===== config.mk =====
export PLATFORM = sky130hd
export DESIGN_NAME = eq_cfg_ctrl
export DESIGN_NICKNAME = d
export VERILOG_FILES = /design/src/rtl/eq_cfg_pkg.sv /design/src/rtl/eq_cfg_regfile.sv /design/src/rtl/eq_cfg_ctrl.sv
export SDC_FILE = /design/constraint.sdc
export NUM_CORES = 1
export LEC_CHECK = 0
export CORE_MARGIN = 2
export CORE_UTILIZATION = 64
export DETAILED_ROUTE_END_ITERATION = 7
export PLACE_DENSITY = 0.83
export REMOVE_ABC_BUFFERS = 1
export SKIP_LAST_GASP = 1
export SYNTH_ARGS = -nofsm -noshare
export SYNTH_HDL_FRONTEND = slang
export SYNTH_SLANG_ARGS = --single-unit

===== constraint.sdc =====
create_clock -name clk -period 6.53 [get_ports clk]
set_clock_uncertainty 0.2 [all_clocks]
set_input_delay 1.6325 -clock clk [delete_from_list [all_inputs] [get_ports clk]]
set_output_delay 1.6325 -clock clk [all_outputs]
set_load 0.02 [all_outputs]

===== src/rtl/eq_cfg_pkg.sv =====
// Shared definitions for the equalizer configuration controller.
package eq_cfg_pkg;

  typedef enum logic [1:0] {
    IDLE      = 2'd0,
    WAIT_TICK = 2'd1,
    SEND      = 2'd2,
    DONE      = 2'd3
  } state_t;

  localparam logic [7:0] CTRL_ADDR = 8'h10;
  localparam logic [7:0] STAT_ADDR = 8'h11;
  localparam logic [7:0] VOL_ADDR  = 8'h12;

  localparam int CTRL_COMMIT = 0;
  localparam int CTRL_MUTE   = 1;

  localparam int STAT_BUSY = 0;
  localparam int STAT_PEND = 1;
  localparam int STAT_BAD  = 2;

  localparam logic [7:0] MAX_GAIN_DEF = 8'hC0;
  localparam int         BAND_W       = 4;

  // Saturate a gain/volume code to the allowed ceiling.
  function automatic logic [7:0] clamp_code(input logic [7:0] code, input logic [7:0] limit);
    return (code > limit) ? limit : code;
  endfunction

endpackage


===== src/rtl/eq_cfg_regfile.sv =====
// Shadow/active register storage, write clamp, and registered read-back mux.
module eq_cfg_regfile
  import eq_cfg_pkg::*;
#(
  parameter int         N_BANDS  = 8,
  parameter logic [7:0] MAX_GAIN = MAX_GAIN_DEF
) (
  input  logic              clk,
  input  logic              rst_n,
  input  logic [7:0]        reg_addr,
  input  logic [7:0]        reg_data,
  input  logic              reg_we,
  input  logic              snap,
  input  logic              apply,
  input  logic              busy,
  input  logic              pending,
  input  logic [BAND_W-1:0] band_idx,
  output logic              commit,
  output logic [7:0]        band_gain,
  output logic [7:0]        vol_out,
  output logic              mute,
  output logic [7:0]        rd_data
);

  logic [7:0] gain_sh  [N_BANDS];
  logic [7:0] gain_nxt [N_BANDS];
  logic [7:0] gain_act [N_BANDS];
  logic [7:0] vol_sh, vol_nxt, vol_act;
  logic       mute_sh, mute_nxt, mute_act;
  logic       bad_addr;
  logic [7:0] wr_val, rd_mux;
  logic       hit_band, hit_vol, hit_ctrl, hit_stat;

  // Address decode and next shadow values; the snapshot reads the next
  // values so a commit write carrying the mute bit lands in the same snapshot.
  always_comb begin
    wr_val   = clamp_code(reg_data, MAX_GAIN);
    hit_band = reg_addr < 8'(N_BANDS);
    hit_vol  = reg_addr == VOL_ADDR;
    hit_ctrl = reg_addr == CTRL_ADDR;
    hit_stat = reg_addr == STAT_ADDR;
    commit   = reg_we && hit_ctrl && reg_data[CTRL_COMMIT];
    vol_nxt  = (reg_we && hit_vol) ? wr_val : vol_sh;
    mute_nxt = (reg_we && hit_ctrl) ? reg_data[CTRL_MUTE] : mute_sh;
    for (int i = 0; i < N_BANDS; i++) begin
      gain_nxt[i] = (reg_we && reg_addr == 8'(i)) ? wr_val : gain_sh[i];
    end
  end

  // Select the active gain for the band currently being delivered.
  always_comb begin
    band_gain = '0;
    for (int i = 0; i < N_BANDS; i++) begin
      if (band_idx == BAND_W'(i)) band_gain = gain_act[i];
    end
  end

  // Read-back mux; unmapped addresses return zero.
  always_comb begin
    rd_mux = '0;
    for (int i = 0; i < N_BANDS; i++) begin
      if (reg_addr == 8'(i)) rd_mux = gain_sh[i];
    end
    if (hit_vol) rd_mux = vol_sh;
    if (hit_ctrl) rd_mux[CTRL_MUTE] = mute_sh;
    if (hit_stat) begin
      rd_mux[STAT_BUSY] = busy;
      rd_mux[STAT_PEND] = pending;
      rd_mux[STAT_BAD]  = bad_addr;
    end
  end

  // Shadow registers, sticky bad-address flag and read-back register.
  always_ff @(posedge clk or negedge rst_n) begin
    if (!rst_n) begin
      for (int i = 0; i < N_BANDS; i++) gain_sh[i] <= '0;
      vol_sh   <= '0;
      mute_sh  <= 1'b0;
      bad_addr <= 1'b0;
      rd_data  <= '0;
    end else begin
      for (int i = 0; i < N_BANDS; i++) gain_sh[i] <= gain_nxt[i];
      vol_sh  <= vol_nxt;
      mute_sh <= mute_nxt;
      rd_data <= rd_mux;
      if (reg_we) begin
        if (hit_stat) bad_addr <= 1'b0;
        else if (!(hit_band || hit_vol || hit_ctrl)) bad_addr <= 1'b1;
      end
    end
  end

  // Active snapshot, loaded at commit; volume/mute go live only on apply.
  always_ff @(posedge clk or negedge rst_n) begin
    if (!rst_n) begin
      for (int i = 0; i < N_BANDS; i++) gain_act[i] <= '0;
      vol_act  <= '0;
      mute_act <= 1'b0;
      vol_out  <= '0;
      mute     <= 1'b0;
    end else begin
      if (snap) begin
        for (int i = 0; i < N_BANDS; i++) gain_act[i] <= gain_nxt[i];
        vol_act  <= vol_nxt;
        mute_act <= mute_nxt;
      end
      if (apply) begin
        vol_out <= vol_act;
        mute    <= mute_act;
      end
    end
  end

endmodule


===== src/rtl/eq_cfg_ctrl.sv =====
// Commit sequencer: snapshots host settings and streams band gains to the
// filter bank, one band per accepted handshake, starting on a sample tick.
//
// state     | meaning
// IDLE      | no update in flight
// WAIT_TICK | snapshot taken, waiting for sample_tick to go live
// SEND      | presenting band idx on cfg_valid/cfg_ready
// DONE      | last band accepted, cfg_done pulse
module eq_cfg_ctrl
  import eq_cfg_pkg::*;
#(
  parameter int         N_BANDS  = 8,
  parameter logic [7:0] MAX_GAIN = MAX_GAIN_DEF
) (
  input  logic              clk,
  input  logic              rst_n,
  input  logic [7:0]        reg_addr,
  input  logic [7:0]        reg_data,
  input  logic              reg_we,
  input  logic              sample_tick,
  output logic [7:0]        rd_data,
  output logic              cfg_valid,
  output logic [BAND_W-1:0] cfg_band,
  output logic [7:0]        cfg_gain,
  input  logic              cfg_ready,
  output logic              cfg_done,
  output logic [7:0]        vol_out,
  output logic              mute,
  output logic              busy
);

  state_t            state, state_nxt;
  logic [BAND_W-1:0] idx;
  logic              pending, commit, snap, apply, last_band;
  logic [7:0]        gain_sel;

  assign last_band = idx == BAND_W'(N_BANDS - 1);
  assign cfg_valid = state == SEND;
  assign cfg_band  = cfg_valid ? idx : '0;
  assign cfg_gain  = cfg_valid ? gain_sel : '0;
  assign cfg_done  = state == DONE;
  assign busy      = state != IDLE;

  eq_cfg_regfile #(
    .N_BANDS  (N_BANDS),
    .MAX_GAIN (MAX_GAIN)
  ) u_regfile (
    .clk       (clk),
    .rst_n     (rst_n),
    .reg_addr  (reg_addr),
    .reg_data  (reg_data),
    .reg_we    (reg_we),
    .snap      (snap),
    .apply     (apply),
    .busy      (busy),
    .pending   (pending),
    .band_idx  (idx),
    .commit    (commit),
    .band_gain (gain_sel),
    .vol_out   (vol_out),
    .mute      (mute),
    .rd_data   (rd_data)
  );

  // State register.
  always_ff @(posedge clk or negedge rst_n) begin
    if (!rst_n) state <= IDLE;
    else        state <= state_nxt;
  end

  // Next-state logic with snapshot/apply strobes.
  always_comb begin
    state_nxt = state;
    snap      = 1'b0;
    apply     = 1'b0;
    case (state)
      IDLE: begin
        if (commit) begin
          state_nxt = WAIT_TICK;
          snap      = 1'b1;
        end
      end
      WAIT_TICK: begin
        if (sample_tick) begin
          state_nxt = SEND;
          apply     = 1'b1;
        end
      end
      SEND: begin
        if (cfg_ready && last_band) state_nxt = DONE;
      end
      DONE: begin
        // A commit landing in this very cycle is folded in like a pending one.
        if (pending || commit) begin
          state_nxt = WAIT_TICK;
          snap      = 1'b1;
        end else begin
          state_nxt = IDLE;
        end
      end
      default: state_nxt = IDLE;
    endcase
  end

  // Band index and collapsed pending-commit flag.
  always_ff @(posedge clk or negedge rst_n) begin
    if (!rst_n) begin
      idx     <= '0;
      pending <= 1'b0;
    end else begin
      if (state == SEND) begin
        if (cfg_ready) idx <= last_band ? '0 : idx + BAND_W'(1);
      end else begin
        idx <= '0;
      end
      if (state == DONE)                  pending <= 1'b0;
      else if (commit && state != IDLE)   pending <= 1'b1;
    end
  end

endmodule


After elaboration in Yosys (flattened, before gate mapping)
Index checks and enable logic that the tools add are counted. W data, S select, Z words.

Flip-flop bits (word level): 171. Bits of input ports: 21. Logic and storage cells: 127. Output and inout port bits: 32.

Reductions and logical operators: 23. Magnitude comparators: 2. Equality and inequality tests: 25. Add/sub/neg operators: 1. Multiplexer cells: 49.

Operator list (count): $mux W8 (28); $eq A8 B3 Y1 const B (4); $eq A8 B5 Y1 const B (3); $eq A4 B3 Y1 const B (4); $eq A8 B2 Y1 const B (2); $mux W4 (4); $logic_and A1 B1 Y1 (13); $mux W1 (11); $eq A4 B2 Y1 const B (2); $eq A8 B1 Y1 const B (1); $gt A8 B8 Y1 const B (1); $logic_not A8 Y1 (1); $lt A8 B4 Y1 const B (1); $pmux W2 S4 (1); $mux W2 (3); $ne A2 B1 Y1 const B (3); $add A4 B1 Y4 const B (1); $eq A2 B2 Y1 const B (2); $eq A4 B1 Y1 const B (1); $logic_not A4 Y1 (1); $ne A2 B2 Y1 const B (2); $reduce_bool A2 Y1 (2); $logic_or A1 B1 Y1 (3); $mux W3 (1); other kinds (5) (5).

Logic depth before layout (Yosys ltp)
Gate-level depths: netlist (run 1).

Depth in word-level cells: 12. Mapped depth: 8. Mapped depth without buffers: 6.

Hierarchy
Synthesis (run 1) repeated with hierarchy kept, for this count alone.

Cells, all modules: 732. Area total of the unflattened synthesis: 8206.6 um^2.

Modules (own cells, without submodules): eq_cfg_regfile (area each 7707.4 um^2, sequential area each 4103.9 um^2, instances 1, cells an instance 677); eq_cfg_ctrl (area each 499.2 um^2, sequential area each 175.2 um^2, instances 1, cells an instance 55).

Worst setup path after synthesis (run 1)
OpenSTA, ideal clock, no wires.

Kind: register -> output. Start point: register state[0]. End point: output port cfg_gain[0]. Arrival time: 2182 ps. Setup slack: 2515 ps. Path buffers: 0. Data required time: 4697 ps. Stages on the path, launching flop included: 7. Cells stage by stage: dfrtp_1 -> inv_1 -> ha_1 -> nand3b_1 -> nor4b_1 -> a22oi_1 -> nand3_1.

Cells in the longest elaborated chain, start to end: 2.

RTL lines: start: declaration (line eq_cfg_ctrl.sv:32) `state_t state, state_nxt;`; start signal: assignment (line eq_cfg_ctrl.sv:68) `else state <= state_nxt;`; $eq A2 B2 Y1 (line eq_cfg_ctrl.sv:38) `assign cfg_valid = state == SEND;`; via cfg_valid (line eq_cfg_ctrl.sv:22) `output logic cfg_valid,`; $mux W8 (line eq_cfg_ctrl.sv:40) `assign cfg_gain = cfg_valid ? gain_sel : '0;`; end: declaration (line eq_cfg_ctrl.sv:24) `output logic [7:0] cfg_gain,`.

The timed path passes the listed nets, and every way through them passes these cells.

Final worst setup path (run 1)
Start point: register state[0]. End point: output port cfg_gain[3].

Cells in the longest elaborated chain, start to end: 2.

RTL lines (line): $eq A2 B2 Y1 (eq_cfg_ctrl.sv:38); $mux W8 (eq_cfg_ctrl.sv:40).

No other way between the ends.

==> out/summary.json, run 1 <==
{
  "netlist-cell-type-count": {"value": 62},
  "dpl_cell_area": {"value": 0.00875, "unit": "mm2"},
  "outcome": {"value": "complete, no violations"},
  "rr_endpoint": {"value": "state[1]"},
  "insertedDiodeCount": {"value": 0},
  "yosysSeqAreaShare": {"value": 52.6, "unit": "%"},
  "synth_top_area_share": {"value": 52.6, "unit": "%"},
  "flow.area_growth_from_synthesis": {"value": 15.0, "unit": "%"},
  "synthDominantAreaCellType": {"value": "sky130_fd_sc_hd__dfrtp_1"},
  "critPathCaptureType": {"value": "output pin"},
  "antenna_found_initial": {"value": 0},
  "drv_cap": {"value": 0},
  "first_global_vias": {"value": 5674},
  "leading_cell_type_in_the_layout_fill_and_taps_excluded": {"value": "sky130_fd_sc_hd__dfrtp_1"},
  "initial_utilization": {"value": 65.0, "unit": "%"},
  "postSynth.asyncResetShare": {"value": 100, "unit": "%"},
  "clock_sink_count": {"value": 171},
  "vias_per_cell": {"value": 6.53},
  "cts-hold-fix-buffers": {"value": 0},
  "detailedPlacementHpwl": {"value": 12600, "unit": "um"},
  "final_net_count": {"value": 704},
  "post_cts.resized_instances": {"value": 0},
  "wire_length_of_the_first_global_routing_pass": {"value": 30800, "unit": "um"},
  "std_cell_rows": {"value": 41},
  "gp_congestion": {"value": 0.851},
  "ant_nets": {"value": 0},
  "worstReg2RegStart": {"value": "idx[1]"},
  "clk_pin_slew_worst_paths": {"value": 0.06, "unit": "ns"},
  "chipHeight": {"value": 117, "unit": "um"},
  "power_density": {"value": 270, "unit": "mW/mm2"},
  "nFillCells": {"value": 854},
  "final_min_period_over_clock_period": {"value": 80.5, "unit": "%"},
  "totalNegativeSetupSlack": {"value": 0, "unit": "ns"},
  "min-delay-start": {"value": "u_regfile.vol_act[6]"},
  "final_hold_viol_count": {"value": 0},
  "first_iter_violations": {"value": 603},
  "dr.pass1.iters": {"value": 5},
  "layout.cells.most_common_list": {"value": "sky130_fd_sc_hd__dfrtp_1 (171), sky130_fd_sc_hd__mux2_2 (155), sky130_fd_sc_hd__clkdlybuf4s50_1 (51)"},
  "synth_area": {"value": 0.00813, "unit": "mm2"},
  "ys_top_cells_by_area": {"value": "sky130_fd_sc_hd__dfrtp_1 (53%), sky130_fd_sc_hd__mux2_2 (21%), sky130_fd_sc_hd__nand3b_1 (1.7%), sky130_fd_sc_hd__mux4_2 (1.7%), sky130_fd_sc_hd__clkbuf_1 (1.6%)"},
  "worst-slew-pin-transition": {"value": 1.19, "unit": "ns"},
  "syn-instance-count": {"value": 643},
  "ys_warn_count": {"value": 0},
  "ir_drop": {"value": 174, "unit": "uV"},
  "clk_latency": {"value": 0.43, "unit": "ns"},
  "clock_tree.buffer_depth": {"value": 2},
  "timing.hold.worst_path_depth": {"value": 1},
  "reg2reg_slack": {"value": 3.81, "unit": "ns"},
  "drc": {"value": 0},
  "period_needed": {"value": 5.25, "unit": "ns"},
  "critical_path.max_fanout": {"value": 12},
  "die_area": {"value": 0.0136, "unit": "mm2"},
  "max_slew_violations": {"value": 0},
  "groute.usage.overall": {"value": 30.4, "unit": "%"},
  "critical_path.startpoint_type": {"value": "flop"},
  "leakagePower": {"value": 4.28, "unit": "nW"},
  "dominantRegCellSynth": {"value": "sky130_fd_sc_hd__dfrtp_1"},
  "routed_wl": {"value": 19400, "unit": "um"},
  "postLayoutCellArea": {"value": 0.00935, "unit": "mm2"},
  "fmax": {"value": 0.190, "unit": "GHz"},
  "worst_hold_path_type": {"value": "flop to flop"},
  "grt_setup_unrepaired": {"value": "no"},
  "post_synth.cell_area_avg": {"value": 12.7, "unit": "um2"},
  "crit_type": {"value": "flop to output pin"},
  "die_w": {"value": 117, "unit": "um"},
  "worst_r2r_path_depth": {"value": 5},
  "routed-via-count": {"value": 5606},
  "timing.critical_path.arrival": {"value": 3.42, "unit": "ns"},
  "synth-edff-count": {"value": 0},
  "clk_root_buffer_cell": {"value": "sky130_fd_sc_hd__clkbuf_16"},
  "routedWlPerCell": {"value": 22.6, "unit": "um"},
  "floorplan.io_pins": {"value": 53},
  "share_of_cells_above_drive_strength_1": {"value": 30.9, "unit": "%"},
  "core_area": {"value": 0.0125, "unit": "mm2"},
  "maxSlewHeadroom": {"value": 20.8, "unit": "%"},
  "cp_data_required_time": {"value": 4.70, "unit": "ns"},
  "cts_inserted_buffers": {"value": 17},
  "yosys_register_bits": {"value": 171},
  "cts_setup_buffers": {"value": 0},
  "hold_end": {"value": "u_regfile.vol_act[6]"},
  "pin_count_of_the_biggest_net_entering_global_routing": {"value": 74},
  "io_buffer_count": {"value": 52},
  "globalRoute.totalOverflow": {"value": 0},
  "tritoncts_clock_tree": {"value": "done"},
  "h-tree-depth": {"value": 4},
  "final_setup_violating_endpoints": {"value": 0}
}
-- cell type report --
cell class | instances | area [um2] | area share (%)
multi-input combinational | 408 | 3600 | 38.5
timing repair buffer | 60 | 594 | 6.36
clock buffer | 20 | 457 | 4.88
clock inverter | 11 | 144 | 1.54
inverter | 17 | 63.8 | 0.682
sequential | 171 | 4280 | 45.8
tap | 172 | 215 | 2.30
-- synth_stat cells (all sizes together), types with 4 or more instances --
| cell type | instances |
|---|---|
| mux2i | 4 |
| clkbuf | 34 |
| nand2 | 21 |
| o21a | 5 |
| mux2 | 160 |
| nor3b | 6 |
| o211ai | 7 |
| o21ai | 7 |
| mux4 | 6 |
| inv | 17 |
| o22ai | 5 |
| o221ai | 9 |
| nor3 | 10 |
| a21oi | 20 |
| a22oi | 8 |
| nor2b | 10 |
| and2 | 14 |
| dfrtp | 171 |
| nor2 | 8 |
| buf | 13 |
| nand2b | 5 |
| nand3b | 18 |
| a221oi | 8 |
| nand3 | 18 |
| ha | 8 |
| nand4 | 10 |
-- metal layers --
metal	global-route usage [%]	wire, um	vias up
met2	47.4	9290	255
met1	41.4	8190	2858
met4	13.3	596	0
met3	6.49	1300	56
li1	-	-	2437
met5	0	0	-
-- flip-flops by register name, summed over array words and instances, names as in the netlist --
name / count
u_regfile.gain_act: 64
u_regfile.gain_sh: 64
u_regfile.rd_data: 8
u_regfile.vol_act: 8
u_regfile.vol_out: 8
u_regfile.vol_sh: 8
idx: 4
state: 2
pending: 1
u_regfile.bad_addr: 1
u_regfile.mute: 1
u_regfile.mute_act: 1
u_regfile.mute_sh: 1
-- critical path: stages, from the launching register on --
cell                              delay (ns)
sky130_fd_sc_hd__dfrtp_1                0.43
sky130_fd_sc_hd__inv_1                  0.14
sky130_fd_sc_hd__ha_1                   0.51
sky130_fd_sc_hd__nand3b_1               0.23
sky130_fd_sc_hd__nor3b_2                0.73
sky130_fd_sc_hd__a22oi_1                0.17
sky130_fd_sc_hd__nand3_1                0.15
sky130_fd_sc_hd__clkdlybuf4s50_1        0.63
-- per-stage QoR --
stage          instances  power, W  util, %  worst slack (ns)  hold slack (ns)
2_1_floorplan        596   0.00134        -           -0.0469            0.254
3_3_place_gp         828   0.00149     69.9              1.80            0.267
3_5_place_dp         828   0.00150     69.9              1.72            0.279
4_1_cts              859   0.00252     74.7              1.29            0.293
5_1_grt              859   0.00261     74.7              1.08            0.303
6_report             859   0.00252     74.7              1.28            0.291
-- power breakdown --
| part | switching (W) | internal [W] |
|---|---|---|
| sequential | 0.0000238 | 0.00109 |
| combinational | 0.000231 | 0.000148 |
| clock | 0.000410 | 0.000619 |
| total | 0.000665 | 0.00186 |
-- kinds of logic after synthesis --
family	synth area share, %
mux	24.3
xor+xnor	0.108
flops	52.6
compound gates	8.18
fa+ha+maj	1.23
buf+inv	3.32
simple gates	10.2
-- how the worst max path moves through the flow --
| stage | end | depth (start not counted) | from |
|---|---|---|---|
| after floorplan | u_regfile.gain_act[0] | 4 | reg_addr[7] |
| after global placement | u_regfile.gain_act[63] | 6 | reg_we |
| after detailed placement | u_regfile.gain_act[26] | 6 | reg_we |
| after CTS | cfg_gain[3] | 6 | idx[0] |
| after global routing | cfg_gain[1] | 7 | state[0] |
| final | cfg_gain[3] | 7 | state[0] |
Note: power is estimated with default switching activity, not from simulation.
==> run 2: changes to the inputs <==
- CORE_UTILIZATION: 64 -> 54
- PLACE_DENSITY: 0.83 -> 0.75
- clock period: 6.53 -> 4.25 ns (I/O delays scaled with it)
==> out/summary.json, run 2 (same netlist as run 1, synthesis figures left out) <==
{
  "core_area": {"value": 0.0146, "unit": "mm2"},
  "flow.area_growth_from_synthesis": {"value": 17.4, "unit": "%"},
  "cts_setup_buffers": {"value": 0},
  "utilization": {"value": 65.2, "unit": "%"},
  "groute.usage.overall": {"value": 25.7, "unit": "%"},
  "wl_met3": {"value": 1020, "unit": "um"},
  "critical_path.max_fanout": {"value": 8},
  "cp_num_buf_inv": {"value": 3},
  "die_w": {"value": 127, "unit": "um"},
  "insertedDiodeCount": {"value": 0},
  "clk_latency": {"value": 0.43, "unit": "ns"},
  "top_layer": {"value": "met4"},
  "std_cell_rows": {"value": 44},
  "timing.critical_path.arrival": {"value": 2.91, "unit": "ns"},
  "clk_root_buffer_cell": {"value": "sky130_fd_sc_hd__clkbuf_16"},
  "period_needed": {"value": 4.18, "unit": "ns"},
  "maxSlewHeadroom": {"value": 39.2, "unit": "%"},
  "leading_cell_type_in_the_layout_fill_and_taps_excluded": {"value": "sky130_fd_sc_hd__dfrtp_1"},
  "final_min_period_over_clock_period": {"value": 98.2, "unit": "%"},
  "final_net_count": {"value": 723},
  "critical-path-slowest-cell": {"value": "sky130_fd_sc_hd__clkdlybuf4s50_1"},
  "critical_path.startpoint_type": {"value": "flop"},
  "wl_met1": {"value": 8980, "unit": "um"},
  "critical_path.cell_chain": {"value": "inv_1 > ha_1 > nand3b_1 > nor4b_1 > buf_4 > a22oi_1 > nand3_1 > clkdlybuf4s50_1"},
  "clk_pin_slew_worst_paths": {"value": 0.06, "unit": "ns"},
  "h-tree-depth": {"value": 4},
  "slowest_delay": {"value": 0.62, "unit": "ns"},
  "preCtsSetupSlack": {"value": 0.287, "unit": "ns"},
  "vias_per_cell": {"value": 6.31},
  "detailedPlacementHpwl": {"value": 13200, "unit": "um"},
  "cts_inserted_buffers": {"value": 17},
  "setup_ws": {"value": 0.0747, "unit": "ns"},
  "final_hold_viol_count": {"value": 0},
  "floorplan.io_pins": {"value": 53},
  "layout.cells.most_common_list": {"value": "sky130_fd_sc_hd__dfrtp_1 (170), sky130_fd_sc_hd__mux2_2 (155), sky130_fd_sc_hd__clkdlybuf4s50_1 (51)"},
  "path_delay_family": {"value": "buffers and inverters"},
  "fmax": {"value": 0.240, "unit": "GHz"},
  "share_of_cells_above_drive_strength_1": {"value": 33.7, "unit": "%"},
  "crit_type": {"value": "flop to output pin"},
  "max_slew_violations": {"value": 0},
  "clock_sink_count": {"value": 171},
  "ir_drop": {"value": 319, "unit": "uV"},
  "initial_utilization": {"value": 55.5, "unit": "%"},
  "worst_hold_path_type": {"value": "flop to flop"},
  "worst-slew-pin-transition": {"value": 0.912, "unit": "ns"},
  "first_global_vias": {"value": 5761},
  "ant_nets": {"value": 0},
  "globalRoute.totalOverflow": {"value": 0},
  "critPathCaptureType": {"value": "output pin"},
  "dr.pass1.iters": {"value": 7},
  "final_setup_violating_endpoints": {"value": 0},
  "die_area": {"value": 0.0161, "unit": "mm2"},
  "antenna_found_initial": {"value": 0},
  "met2RoutedLength": {"value": 9380, "unit": "um"},
  "leakagePower": {"value": 4.37, "unit": "nW"},
  "drc": {"value": 0},
  "wire_length_of_the_first_global_routing_pass": {"value": 31900, "unit": "um"},
  "pin_count_of_the_biggest_net_entering_global_routing": {"value": 94},
  "power_density": {"value": 406, "unit": "mW/mm2"},
  "drv_cap": {"value": 0},
  "gp_congestion": {"value": 0.891},
  "grt_setup_unrepaired": {"value": "yes"},
  "routed_wl": {"value": 19800, "unit": "um"},
  "routedWlPerCell": {"value": 22.2, "unit": "um"},
  "largest_registers_ranked_by_flip_flop_count": {"value": "u_regfile.gain_act (64), u_regfile.gain_sh (64)"},
  "io_buffer_count": {"value": 52},
  "outcome": {"value": "complete, no violations"},
  "cp_data_required_time": {"value": 2.99, "unit": "ns"},
  "routed-via-count": {"value": 5626},
  "clock_tree.buffer_depth": {"value": 2},
  "tritoncts_clock_tree": {"value": "done"},
  "chipHeight": {"value": 127, "unit": "um"},
  "first_iter_violations": {"value": 630}
}
-- run 2: what timing repair did --
action / CTS / global route
gates cloned: 0 / 0
setup endpoints to repair: 8 / 8
gates resized for setup: 3 / 6
hold buffers: 0 / 0
-- run 2: routing by layer --
metal | GRT usage, % | vias up
met2 | 40.4 | 212
met1 | 36.5 | 2885
met3 | 5.02 | 41
met4 | 8.60 | 0
met5 | 0 | -
li1 | - | 2488
-- run 2: report_power, final --
group	switching (W)	internal (W)	leakage, nW
clock	0.000647	0.000901	0.275
combinational	0.000368	0.000253	1.72
sequential	0.0000375	0.00167	2.37
total	0.00105	0.00283	4.37
-- run 2: worst reg2reg max path, cell delays in order (launching register included) --
cell and delay, ns:
sky130_fd_sc_hd__dfrtp_1 0.45, sky130_fd_sc_hd__ha_1 0.22, sky130_fd_sc_hd__buf_4 0.22, sky130_fd_sc_hd__nand4b_1 0.29, sky130_fd_sc_hd__a21oi_1 0.41, sky130_fd_sc_hd__a21boi_0 0.25
sky130_fd_sc_hd__mux2_2 0.35
-- run 2: stage by stage --
stage	cell area [um2]	TNS, ns	total power [W]	hold slack [ns]	std cells
floorplan	7930	-127.83	0.00206	0.254	596
global placement	8910	0	0.00232	0.269	859
detailed placement	8910	0	0.00234	0.275	859
CTS	9520	0	0.00388	0.294	891
global route	9550	-0.0300	0.00402	0.311	891
finish	9550	0	0.00388	0.289	891
-- run 2: worst paths after layout --
kind | from | endpoint | slack [ns] | cells after the start
max | state[0] | cfg_gain[2] | 0.07 | 8
min | u_regfile.gain_act[14] | u_regfile.gain_act[14] | 0.29 | 1
max reg2reg | idx[1] | state[1] | 1.75 | 6
min reg2reg | u_regfile.gain_act[14] | u_regfile.gain_act[14] | 0.29 | 1
max in group asynchronous | rst_n | u_regfile.gain_sh[36] | 2.43 | 2
min in group asynchronous | rst_n | state[1] | 0.50 | 1
-- run 2: cell type report --
type,instances,area [um2]
Clock buffer,20,457
Clock inverter,12,141
Fill cell,1059,5090
Inverter,17,63.8
Multi-Input combinational cell,408,3630
Sequential cell,171,4280
Tap cell,184,230
Timing Repair Buffer,79,749
